[config.mk]
export PLATFORM = sky130hd
export DESIGN_NAME = bus_enable_arbiter
export DESIGN_NICKNAME = d
export VERILOG_FILES = /design/src/rtl/bus_arb_pkg.sv /design/src/rtl/bus_enable_arbiter_rr_pick.sv /design/src/rtl/bus_enable_arbiter.sv
export SDC_FILE = /design/constraint.sdc
export NUM_CORES = 1
export LEC_CHECK = 0
export ABC_AREA = 1
export BUFFER_PORTS_ARGS = -buffer_cell sky130_fd_sc_hd__buf_2
export CORE_MARGIN = 2
export CORE_UTILIZATION = 30
export CTS_BUF_LIST = sky130_fd_sc_hd__clkbuf_4 sky130_fd_sc_hd__clkbuf_8
export DETAILED_ROUTE_END_ITERATION = 7
export PLACE_DENSITY = 0.52
export SYNTH_ARGS = -nofsm -noshare
export SYNTH_HDL_FRONTEND = slang
export SYNTH_SLANG_ARGS = --single-unit
[constraint.sdc]
create_clock -name clk -period 1.63 [get_ports clk]
set_clock_uncertainty 0.2 [all_clocks]
set_input_delay 0.2445 -clock clk [delete_from_list [all_inputs] [get_ports clk]]
set_output_delay 0.2445 -clock clk [all_outputs]
set_load 0.005 [all_outputs]
[src/rtl/bus_arb_pkg.sv]
// Shared types and helpers for the bus enable arbiter.
//  - arb_state_t : arbiter FSM states
//  - MAX_REQ     : widest requester vector supported (bounds onehot_check)
//  - TURN_CNT_W  : turnaround counter width, enough for TURN_CYCLES up to 7
//  - cnt_w()     : bits needed to hold a count of 0..max_val
//  - onehot_check(): true when at most one bit of the vector is set
package bus_arb_pkg;

   typedef enum logic [1:0] {
      IDLE  = 2'd0,
      GRANT = 2'd1,
      TURN  = 2'd2
   } arb_state_t;

   localparam int MAX_REQ    = 8;
   localparam int TURN_CNT_W = 3;

   function automatic int cnt_w(input int max_val);
      return $clog2(max_val + 1);
   endfunction

   function automatic logic onehot_check(input logic [MAX_REQ-1:0] v);
      return (v & (v - MAX_REQ'(1))) == '0;
   endfunction

endpackage

[src/rtl/bus_enable_arbiter_rr_pick.sv]
// rr_pick: combinational round-robin winner search.
// Finds the first set req bit at or after ptr_i, wrapping N_REQ-1 -> 0.
// Ports:
//  req_i     in  N_REQ   request vector
//  ptr_i     in  IDX_W   round-robin start position
//  winner_o  out IDX_W   index of the chosen requester (0 when none)
//  any_req_o out 1       at least one request present
module rr_pick #(
   parameter int N_REQ = 4
) (
   input  logic [N_REQ-1:0]         req_i,
   input  logic [$clog2(N_REQ)-1:0] ptr_i,
   output logic [$clog2(N_REQ)-1:0] winner_o,
   output logic                     any_req_o
);
   localparam int IDX_W = $clog2(N_REQ);

   // The request vector is duplicated and the lower copy is masked below
   // ptr; the lowest remaining set bit is the winner, and the upper copy
   // supplies the wrapped-around candidates.
   logic [2*N_REQ-1:0] mask;
   logic [2*N_REQ-1:0] dbl;

   always_comb begin
      mask = '0;
      for (int i = 0; i < 2*N_REQ; i++)
         mask[i] = (i >= int'(ptr_i));
      dbl      = {req_i, req_i} & mask;
      winner_o = '0;
      for (int i = 2*N_REQ-1; i >= 0; i--)
         if (dbl[i]) winner_o = IDX_W'(i % N_REQ);
   end

   assign any_req_o = |req_i;

endmodule

[src/rtl/bus_enable_arbiter.sv]
// bus_enable_arbiter: round-robin owner selection for a shared tri-state bus.
// Drives active-low buffer-group enables, at most one low at a time, with
// TURN_CYCLES all-high dead cycles after every release so two groups never
// drive the bus together. All outputs are flops.
// Optional feature macro: BUS_ARB_TIMEOUT_EN (revoke a grant after MAX_HOLD
// cycles when someone else is waiting; pulses timeout).
// Ports:
//  clk      in   1        rising-edge clock
//  rst      in   1        asynchronous active-high reset
//  req      in   N_REQ    level requests, held until finished
//  g_n      out  N_REQ    active-low buffer enables
//  grant    out  N_REQ    one-hot grant, equal to ~g_n
//  owner    out  IDX_W    current owner index, valid while busy
//  busy     out  1        in GRANT state
//  timeout  out  1        1-cycle pulse when a grant is revoked by MAX_HOLD
module bus_enable_arbiter
   import bus_arb_pkg::*;
#(
   parameter int N_REQ       = 4,
   parameter int TURN_CYCLES = 1,
   parameter int MAX_HOLD    = 8
) (
   input  logic                     clk,
   input  logic                     rst,
   input  logic [N_REQ-1:0]         req,
   output logic [N_REQ-1:0]         g_n,
   output logic [N_REQ-1:0]         grant,
   output logic [$clog2(N_REQ)-1:0] owner,
   output logic                     busy,
   output logic                     timeout
);
   localparam int IDX_W = $clog2(N_REQ);

   if (N_REQ < 2 || N_REQ > MAX_REQ) begin : g_bad_nreq
      $error("N_REQ out of range");
   end
   if (TURN_CYCLES < 1 || TURN_CYCLES > 7) begin : g_bad_turn
      $error("TURN_CYCLES out of range");
   end
   if (MAX_HOLD < 1) begin : g_bad_hold
      $error("MAX_HOLD out of range");
   end

   arb_state_t            state_q;
   logic [IDX_W-1:0]      ptr_q;
   logic [IDX_W-1:0]      owner_q;
   logic [N_REQ-1:0]      grant_q;
   logic [N_REQ-1:0]      g_n_q;
   logic [TURN_CNT_W-1:0] turn_q;
   logic                  busy_q;
   logic                  timeout_q;

   logic [IDX_W-1:0]      winner;
   logic                  any_req;
   logic [N_REQ-1:0]      grant_d;
   logic [IDX_W-1:0]      ptr_d;
   logic                  rel_d;
   logic                  tmo_d;

   rr_pick #(.N_REQ(N_REQ)) u_pick (
      .req_i     (req),
      .ptr_i     (ptr_q),
      .winner_o  (winner),
      .any_req_o (any_req)
   );

   always_comb begin
      grant_d         = '0;
      grant_d[winner] = 1'b1;
   end

   assign rel_d = ~req[owner_q];
   assign ptr_d = (owner_q == IDX_W'(N_REQ-1)) ? '0 : owner_q + 1'b1;

`ifdef BUS_ARB_TIMEOUT_EN
   localparam int HOLD_W = cnt_w(MAX_HOLD);
   logic [HOLD_W-1:0] hold_q;
   // Revocation only applies to an owner still requesting; a voluntary
   // release in the same cycle is a normal release with no pulse.
   assign tmo_d = req[owner_q] && (hold_q == HOLD_W'(MAX_HOLD)) && |(req & ~grant_q);
`else
   assign tmo_d = 1'b0;
`endif

   always_ff @(posedge clk or posedge rst) begin
      if (rst) begin
         state_q   <= IDLE;
         ptr_q     <= '0;
         owner_q   <= '0;
         grant_q   <= '0;
         g_n_q     <= '1;
         turn_q    <= '0;
         busy_q    <= 1'b0;
         timeout_q <= 1'b0;
`ifdef BUS_ARB_TIMEOUT_EN
         hold_q    <= '0;
`endif
      end else begin
         timeout_q <= 1'b0;
         case (state_q)
            IDLE: begin
               if (any_req) begin
                  state_q <= GRANT;
                  grant_q <= grant_d;
                  g_n_q   <= ~grant_d;
                  owner_q <= winner;
                  busy_q  <= 1'b1;
`ifdef BUS_ARB_TIMEOUT_EN
                  hold_q  <= HOLD_W'(1);
`endif
               end
            end
            GRANT: begin
               if (rel_d || tmo_d) begin
                  // Pointer moves past the owner on release and on revoke,
                  // so an owner that re-requests queues behind the others.
                  state_q   <= TURN;
                  grant_q   <= '0;
                  g_n_q     <= '1;
                  busy_q    <= 1'b0;
                  ptr_q     <= ptr_d;
                  turn_q    <= '0;
                  timeout_q <= tmo_d;
               end
`ifdef BUS_ARB_TIMEOUT_EN
               else if (hold_q != HOLD_W'(MAX_HOLD)) begin
                  hold_q <= hold_q + 1'b1;
               end
`endif
            end
            TURN: begin
               if (turn_q == TURN_CNT_W'(TURN_CYCLES-1)) begin
                  state_q <= IDLE;
                  turn_q  <= '0;
               end else begin
                  turn_q  <= turn_q + 1'b1;
               end
            end
            default: state_q <= IDLE;
         endcase
      end
   end

   assign g_n     = g_n_q;
   assign grant   = grant_q;
   assign owner   = owner_q;
   assign busy    = busy_q;
   assign timeout = timeout_q;

   a_onehot: assert property (@(posedge clk) disable iff (rst)
      onehot_check(MAX_REQ'(grant_q)));
   a_gn_mirror: assert property (@(posedge clk) disable iff (rst)
      g_n_q == ~grant_q);
   a_idle_high: assert property (@(posedge clk) disable iff (rst)
      (state_q != GRANT) |-> (g_n_q == '1));

endmodule

==> impl_metrics.yaml, run 1 <==
pwr:
  p_leak_nw: 0.639
  total_power_mw: 2.07
  clock_power_share_pct: 10.4
  power_density_nw_per_um2: 1750
  p_seq_share_pct: 38.9
  switchingPower_mw: 0.931
  combinationalPowerShare_pct: 50.7
  p_int_mw: 1.14
  sw_frac_of_total_pct: 45.0
  vdd_drop_max_uv: 613
synthesis:
  yosys_warnings: 0
  ys_types: 24
  yosys_register_bits: 18
  synth_cells: 122
  synth_area_per_cell_um2: 8.52
  yosysSeqAreaShare_pct: 43.8
  synth_area_um2: 1040
  synth_fp_nets: 131
clocking:
  htreeDepth: 1
  cts_sinks: 18
  cts.clk_slew.worst_paths_ns: 0.09
  tritoncts: "done"
  cts_resized: 0
  clock_latency_ns: 0.29
  clockBufferDepth: 2
  cts_root_buf: "clkbuf_4"
  cts_made_buffers: 3
timing:
  min_period_ns: 1.51
  max_freq_mhz: 663
  hold_viol: 0
  slew_violations: 0
  rsz0062_at_grt: "false"
  whs_ns: 0.201
  tns_ns: 0
  setup_viol_count_final: 0
  period_share_pct: 92.6
global_routing:
  grt_max_degree: 19
  grt_pass1_vias: 843
  grt_pass1_wl_mm: 3.56
  antenna_found_initial: 0
  grt-ovfl-total: 0
  track_usage_pct: 11.3
die:
  core_um2: 3340
  die-area_um2: 3950
  start_util_pct: 31.2
  rows: 21
  die_w_um: 62.9
  ios: 18
  die_h_um: 62.9
placed_design:
  port_buffers: 16
  dpl_cell_area_um2: 1150
  place_congestion: 0.767
  dp_hpwl_mm: 1.45
worst_setup_path:
  path_class: "reg2reg"
  worst_setup_path_end_kind: "flip-flop"
  cp.arrival_ns: 1.49
  critPathRequiredTime_ns: 1.62
  startpoint_type: "flip-flop"
  cp_max_fo: 15
worst_hold_path:
  hp-class: "in2reg"
final_layout:
  layout_commonest_cell: "nand2_1"
  diodes: 0
  layout-drive-gt1-share_pct: 32.1
  fin_area_um2: 1180
  syn_to_final_growth_pct: 13.6
  finalNetCount: 151
  final_cell_mix: "36 x nand2_1, 17 x inv_1, 16 x buf_2"
drt:
  first_pass_iters: 5
  vias_per_cell: 4.31
  wire_per_inst_um: 10.1
  drc: 0
  drt-total-wl_mm: 1.87
  detail_route.iter0.violations: 38
  num_vias: 801
  drtAntennaViolNets: 0
job:
  maxCapViolCount: 0
outcome:
  status: "finished clean"
## cells in the mapped netlist
cell | instances | share of area (%)
ha_1 | 3 | 3.6
dfstp_2 | 4 | 10
clkbuf_8 | 1 | 1.3
dfrtp_1 | 14 | 34
buf_8 | 1 | 1.4
a21oi_1 | 1 | 0.48
inv_2 | 1 | 0.36
nand3_2 | 10 | 9.6
o21ai_1 | 1 | 0.48
nand2_4 | 2 | 2.2
buf_4 | 1 | 0.72
nand4_1 | 1 | 0.60
nand2_1 | 36 | 13
nor2_1 | 4 | 1.4
nor2_2 | 2 | 1.2
nor2_4 | 1 | 1.1
conb_1 | 1 | 0.36
inv_1 | 17 | 6.1
or2_2 | 1 | 0.60
nand3_4 | 1 | 1.7
nand3_1 | 8 | 3.9
o21ai_0 | 7 | 3.4
xor2_1 | 1 | 0.84
nand2_2 | 3 | 1.8
## state kept, by name, indices dropped and copies added, names as in the netlist
| name | count |
|---|---|
| turn_q | 3 |
| state_q | 2 |
| grant | 4 |
| ptr_q | 2 |
| busy | 1 |
| owner | 2 |
| g_n | 4 |
## cell families after synthesis
logic type                 share of synthesized area (%)
AOI/OAI and AO/OA                                   4.33
xor gates and xnor gates                           0.843
adders and majority gates                           3.61
buffers and inverters                               9.99
DFF                                                 43.8
other                                              0.361
and+or+nand+nor                                     37.1
## worst max-delay path, stage by stage (launching register included)
cell and delay [ns]:
dfrtp_1 0.46, inv_2 0.08, nand2_1 0.05, nand3_1 0.08, nand2_2 0.08, nand2_4 0.19, nand2_4 0.10, nand3_1 0.10
nand2_1 0.06
## final cells by class
class / count / area [µm²]
Fill cell: 356 / 2160
Timing Repair Buffer: 18 / 97.6
Sequential cell: 18 / 455
Inverter: 18 / 67.6
Multi-Input combinational cell: 83 / 480
Clock buffer: 3 / 22.5
Tap cell: 46 / 57.6
## through the flow
step | instances | util [%] | setup slack [ns]
6_report | 186 | 35.4 | 0.121
4_1_cts | 186 | 35.4 | 0.107
3_3_place_gp | 182 | 34.4 | 0.185
2_1_floorplan | 122 | - | 0.314
3_5_place_dp | 182 | 34.4 | 0.131
5_1_grt | 186 | 35.4 | 0.0148
## worst paths after layout
| kind | from | end | slack [ns] | cells after the start |
|---|---|---|---|---|
| max | owner[0] | grant[3] | 0.12 | 8 |
| min | req[0] | g_n[1] | 0.20 | 5 |
| max reg2reg | owner[0] | grant[3] | 0.12 | 8 |
| min reg2reg | g_n[1] | g_n[1] | 0.28 | 2 |
| max in group asynchronous | rst | g_n[2] | 0.67 | 4 |
| min in group asynchronous | rst | turn_q[2] | 0.30 | 4 |
## power by group through the flow
stage               combinational [mW]  sequential [mW]  clock (mW)
floorplan                        0.841            0.809           0
global placement                  1.05            0.805           0
detailed placement                1.06            0.815           0
CTS                               1.07            0.806       0.232
global route                      1.21            0.835       0.248
finish                            1.05            0.804       0.216
## layer usage
metal,wire [µm],track usage (%),vias up
met3,100,3.96,2
met2,811,17.7,17
met5,0,0,-
li1,-,-,416
met4,12,4.72,0
met1,950,14.2,366
## what timing repair did
action,4_1_cts,5_1_grt
hold buffers,1,0
endpoints found under the hold margin,18,0
setup buffers,0,0
Power figures use the tool's default switching activity.
==> run 2, diff against run 1 <==
- RECOVER_POWER: not set -> 100
==> impl_metrics.yaml, run 2 (synthesized netlist as in run 1, its figures left out) <==
global_routing:
  antenna_found_initial: 0
  track_usage_pct: 11.3
  use_met1_pct: 14.2
  grt_pass1_wl_mm: 3.56
  grtUsageMet2_pct: 17.7
  grt_pass1_vias: 843
  grt_max_degree: 19
  grt_use_met3_pct: 3.96
  grt-ovfl-total: 0
  grt-busiest-layer: "met2"
drt:
  wire_per_inst_um: 10.0
  drc: 0
  first_pass_iters: 4
  detail_route.iter0.violations: 42
  num_vias: 799
  drt-total-wl_mm: 1.87
  drtAntennaViolNets: 0
  vias_per_cell: 4.30
timing:
  tns_ns: 0
  period_share_pct: 92.2
  setup_viol_count_final: 0
  slew_violations: 0
  max_freq_mhz: 665
  min_period_ns: 1.50
  rsz0062_at_grt: "false"
  hold_viol: 0
final_layout:
  finalNetCount: 151
  layout-drive-gt1-share_pct: 25.7
  fin_area_um2: 1170
  syn_to_final_growth_pct: 12.3
  final_core_utilization_pct: 35.0
  diodes: 0
  final_cells: 186
  layout_commonest_cell: "nand2_1"
  final_cell_mix: "36 x nand2_1, 17 x inv_1, 14 x dfrtp_1"
worst_setup_path:
  critPathRequiredTime_ns: 1.62
  startpoint_type: "flip-flop"
  worst_setup_path_end_kind: "flip-flop"
  cp.arrival_ns: 1.49
  cp_max_fo: 15
  path_class: "reg2reg"
clocking:
  cts.clk_slew.worst_paths_ns: 0.09
  cts_sinks: 18
  clock_latency_ns: 0.29
  htreeDepth: 1
  postCtsSetupRepairBufs: 0
  clockBufferDepth: 2
  cts_root_buf: "clkbuf_4"
  hold_buffers: 1
  cts_made_buffers: 3
  tritoncts: "done"
  cts_resized: 0
die:
  core_um2: 3340
  rows: 21
  die_h_um: 62.9
  start_util_pct: 31.2
  die-area_um2: 3950
  die_w_um: 62.9
  ios: 18
placed_design:
  dp.cells: 182
  place_congestion: 0.767
  port_buffers: 16
  dp_hpwl_mm: 1.45
  dpl_cell_area_um2: 1150
pwr:
  power_density_nw_per_um2: 1740
  vdd_drop_max_uv: 583
  p_leak_nw: 0.621
worst_hold_path:
  hp-class: "in2reg"
job:
  maxCapViolCount: 0
outcome:
  status: "finished clean"
run 2: cell count changes in the layout (fill, tap and decap cells not counted), sizes merged:
| cell | delta |
|---|---|
| buf | -6 |
| clkbuf | +6 |
run 2: worst paths after layout:
kind	startpoint	to	slack, ns	cells past startpoint
worst max-delay path	owner[0]	grant[1]	0.13	8
worst max register to register	owner[0]	grant[1]	0.13	8
min in group asynchronous	rst	turn_q[2]	0.37	4
worst min-delay path	req[0]	g_n[1]	0.21	5
worst min register to register	g_n[2]	g_n[2]	0.29	2
max in group asynchronous	rst	g_n[0]	0.52	4
run 2: layer usage:
layer  share of wire [%]  vias to the layer above
li1                    -                      416
met1                  50                      364
met2                  44                       17
met3                 5.6                        2
met4                0.64                        0
met5                   0                        -
run 2: layout make-up:
cell class | instances | area, µm²
fill | 359 | 2170
multi-input combinational | 83 | 475
sequential | 18 | 455
timing repair buffer | 18 | 88.8
inverter | 18 | 67.6
tap | 46 | 57.6
clock buffer | 3 | 22.5
run 2: power by group:
group / internal (mW) / switching [mW] / total (mW)
logic: 0.370 / 0.657 / 1.03
clock network: 0.0860 / 0.128 / 0.214
registers: 0.654 / 0.139 / 0.793
total: 1.11 / 0.924 / 2.03
run 2: critical path: stages (launching register included):
cell and delay (ns):
dfrtp_1 0.46, inv_2 0.09, nand2_1 0.05, nand3_1 0.08, nand2_2 0.08, nand2_4 0.18
nand2_4 0.10, nand3_1 0.10, nand2_1 0.05
run 2: metrics by stage:
| step | power, mW | setup slack, ns | hold WS, ns |
|---|---|---|---|
| after global routing | 2.26 | 0.0171 | 0.227 |
| after floorplan | 1.65 | 0.314 | -0.0198 |
| final | 2.03 | 0.127 | 0.205 |
| after detailed placement | 1.88 | 0.131 | 0.0731 |
| after CTS | 2.10 | 0.107 | 0.183 |
| after global placement | 1.86 | 0.185 | 0.0699 |
==> run 3, diff against run 2 <==
- CORE_ASPECT_RATIO: not set -> 1.25
==> impl_metrics.yaml, run 3 (synthesized netlist as in run 1, its figures left out) <==
outcome:
  status: "finished clean"
drt:
  detail_route.iter0.violations: 29
  drt-total-wl_mm: 1.92
  first_pass_iters: 4
  wire_per_inst_um: 10.8
  drtAntennaViolNets: 0
  drc: 0
  vias_per_cell: 4.47
  num_vias: 795
final_layout:
  diodes: 0
  final_cells: 178
  final_core_utilization_pct: 36.6
  finalNetCount: 151
  fill_cells: 348
  layout_commonest_cell: "nand2_1"
  seq_area_um2: 455
  final_cell_mix: "36 x nand2_1, 17 x inv_1, 14 x dfrtp_1"
  multiInputGateArea_um2: 475
  syn_to_final_growth_pct: 14.3
  layout-drive-gt1-share_pct: 27.0
worst_setup_path:
  r2r_start: "owner[0]"
  critPathMaxStageDelay_ns: 0.45
  reg2reg_to: "grant[2]"
  startpoint_type: "flip-flop"
  cp_num_buf_inv: 1
  r2r_slack_ns: 0.13
  path_cells: "inv_2 > nand2_1 > nand3_1 > nand2_2 > nand2_4 > nand2_4 > nand3_1 > nand2_1"
  worst_setup_path_end_kind: "flip-flop"
  cp_top_family: "simple AND/OR/NAND/NOR gates"
  cp.arrival_ns: 1.43
  critPathRequiredTime_ns: 1.57
  r2r_cells: 8
  cp_slowest_cell: "dfrtp_1"
  cp_max_fo: 15
  path_class: "reg2reg"
pwr:
  vdd_drop_max_uv: 1030
  p_int_mw: 1.24
  p_seq_share_pct: 36.2
  power_density_nw_per_um2: 1840
  p_leak_nw: 0.634
  clock_power_share_pct: 16.8
  combinationalPowerShare_pct: 47.0
  switchingPower_mw: 0.947
  sw_frac_of_total_pct: 43.3
placed_design:
  dp_hpwl_mm: 1.41
  port_buffers: 16
  place_ws_ns: 0.138
  dp.cells: 173
  place_congestion: 0.761
clocking:
  htreeDepth: 1
  cts_root_buf: "clkbuf_8"
  cts_made_buffers: 3
  cts_sinks: 18
  clockBufferDepth: 2
  clock_latency_ns: 0.25
  postCtsSetupRepairBufs: 0
  cts.clk_slew.worst_paths_ns: 0.07
  tritoncts: "done"
timing:
  hold_viol: 0
  rsz0062_at_grt: "false"
  period_share_pct: 91.7
  setup_viol_count_final: 0
  slew_violations: 0
  layout_setup_ws_ns: 0.135
  max_freq_mhz: 669
  min_period_ns: 1.50
  tns_ns: 0
worst_hold_path:
  hp-class: "in2reg"
  hold_end: "g_n[1]"
  min_from: "req[0]"
  whs_path_depth: 5
die:
  rows: 23
  ios: 18
  core_um2: 3250
  die_h_um: 69.8
  start_util_pct: 32.0
  die-area_um2: 3960
  die_w_um: 56.7
global_routing:
  track_usage_pct: 11.2
  grt-ovfl-total: 0
  grt_pass1_wl_mm: 3.55
  grt_pass1_vias: 757
  antenna_found_initial: 0
  grt_max_degree: 19
job:
  maxCapViolCount: 0
-- run 3: changes by cell type in the layout (fill, tap and decap cells not counted) --
cell,before,now
dfstp_1,3,2
clkbuf_8,0,4
clkbuf_4,3,0
dfstp_2,1,2
-- run 3: metal layers --
| metal | up-vias | share of wire (%) | track usage, % | wire [µm] |
|---|---|---|---|---|
| li1 | 417 | - | - | - |
| met1 | 362 | 49 | 16.0 | 949 |
| met2 | 14 | 45 | 16.3 | 874 |
| met3 | 2 | 4.4 | 2.43 | 84 |
| met4 | 0 | 0.62 | 4.23 | 12 |
| met5 | - | 0 | 0 | 0 |
-- run 3: layout make-up --
cell class | instances | share of cell area, %
Clock buffer | 4 | 4.63
Inverter | 18 | 5.68
Multi-Input combinational cell | 83 | 40.0
Sequential cell | 18 | 38.3
Tap cell | 37 | 3.89
Timing Repair Buffer | 18 | 7.47
-- run 3: how the worst max path moves through the flow --
stage	start	to	slack [ns]	cells after the start
after floorplan	owner[0]	grant[0]	0.31	8
after global placement	owner[0]	grant[3]	0.18	8
after detailed placement	owner[0]	grant[3]	0.14	8
after CTS	owner[0]	grant[2]	0.11	8
after global routing	owner[0]	grant[3]	0.01	8
final	owner[0]	grant[2]	0.13	8
-- run 3: timing repair --
item / CTS / global route
hold buffers: 1 / 0
resized for setup: 0 / 0
hold endpoints to repair: 14 / 0
-- run 3: power groups by stage --
stage	combinational, mW	sequential (mW)	clock (mW)
detailed placement	1.05	0.811	0
floorplan	0.841	0.809	0
CTS	1.07	0.804	0.375
finish	1.03	0.794	0.368
global placement	1.04	0.807	0
global route	1.20	0.824	0.397
-- run 3: worst register-to-register path, stage by stage (launching register included) --
cell,delay [ns]
dfrtp_1,0.45
inv_2,0.08
nand2_1,0.05
nand3_1,0.07
nand2_2,0.08
nand2_4,0.19
nand2_4,0.10
nand3_1,0.09
nand2_1,0.06
-- run 3: per-stage QoR --
| stage | area, µm² | hold slack, ns | power [mW] |
|---|---|---|---|
| after floorplan | 1040 | -0.0198 | 1.65 |
| after global placement | 1140 | 0.0684 | 1.85 |
| after detailed placement | 1140 | 0.0826 | 1.86 |
| after CTS | 1200 | 0.248 | 2.25 |
| after global routing | 1190 | 0.302 | 2.42 |
| final | 1190 | 0.244 | 2.19 |
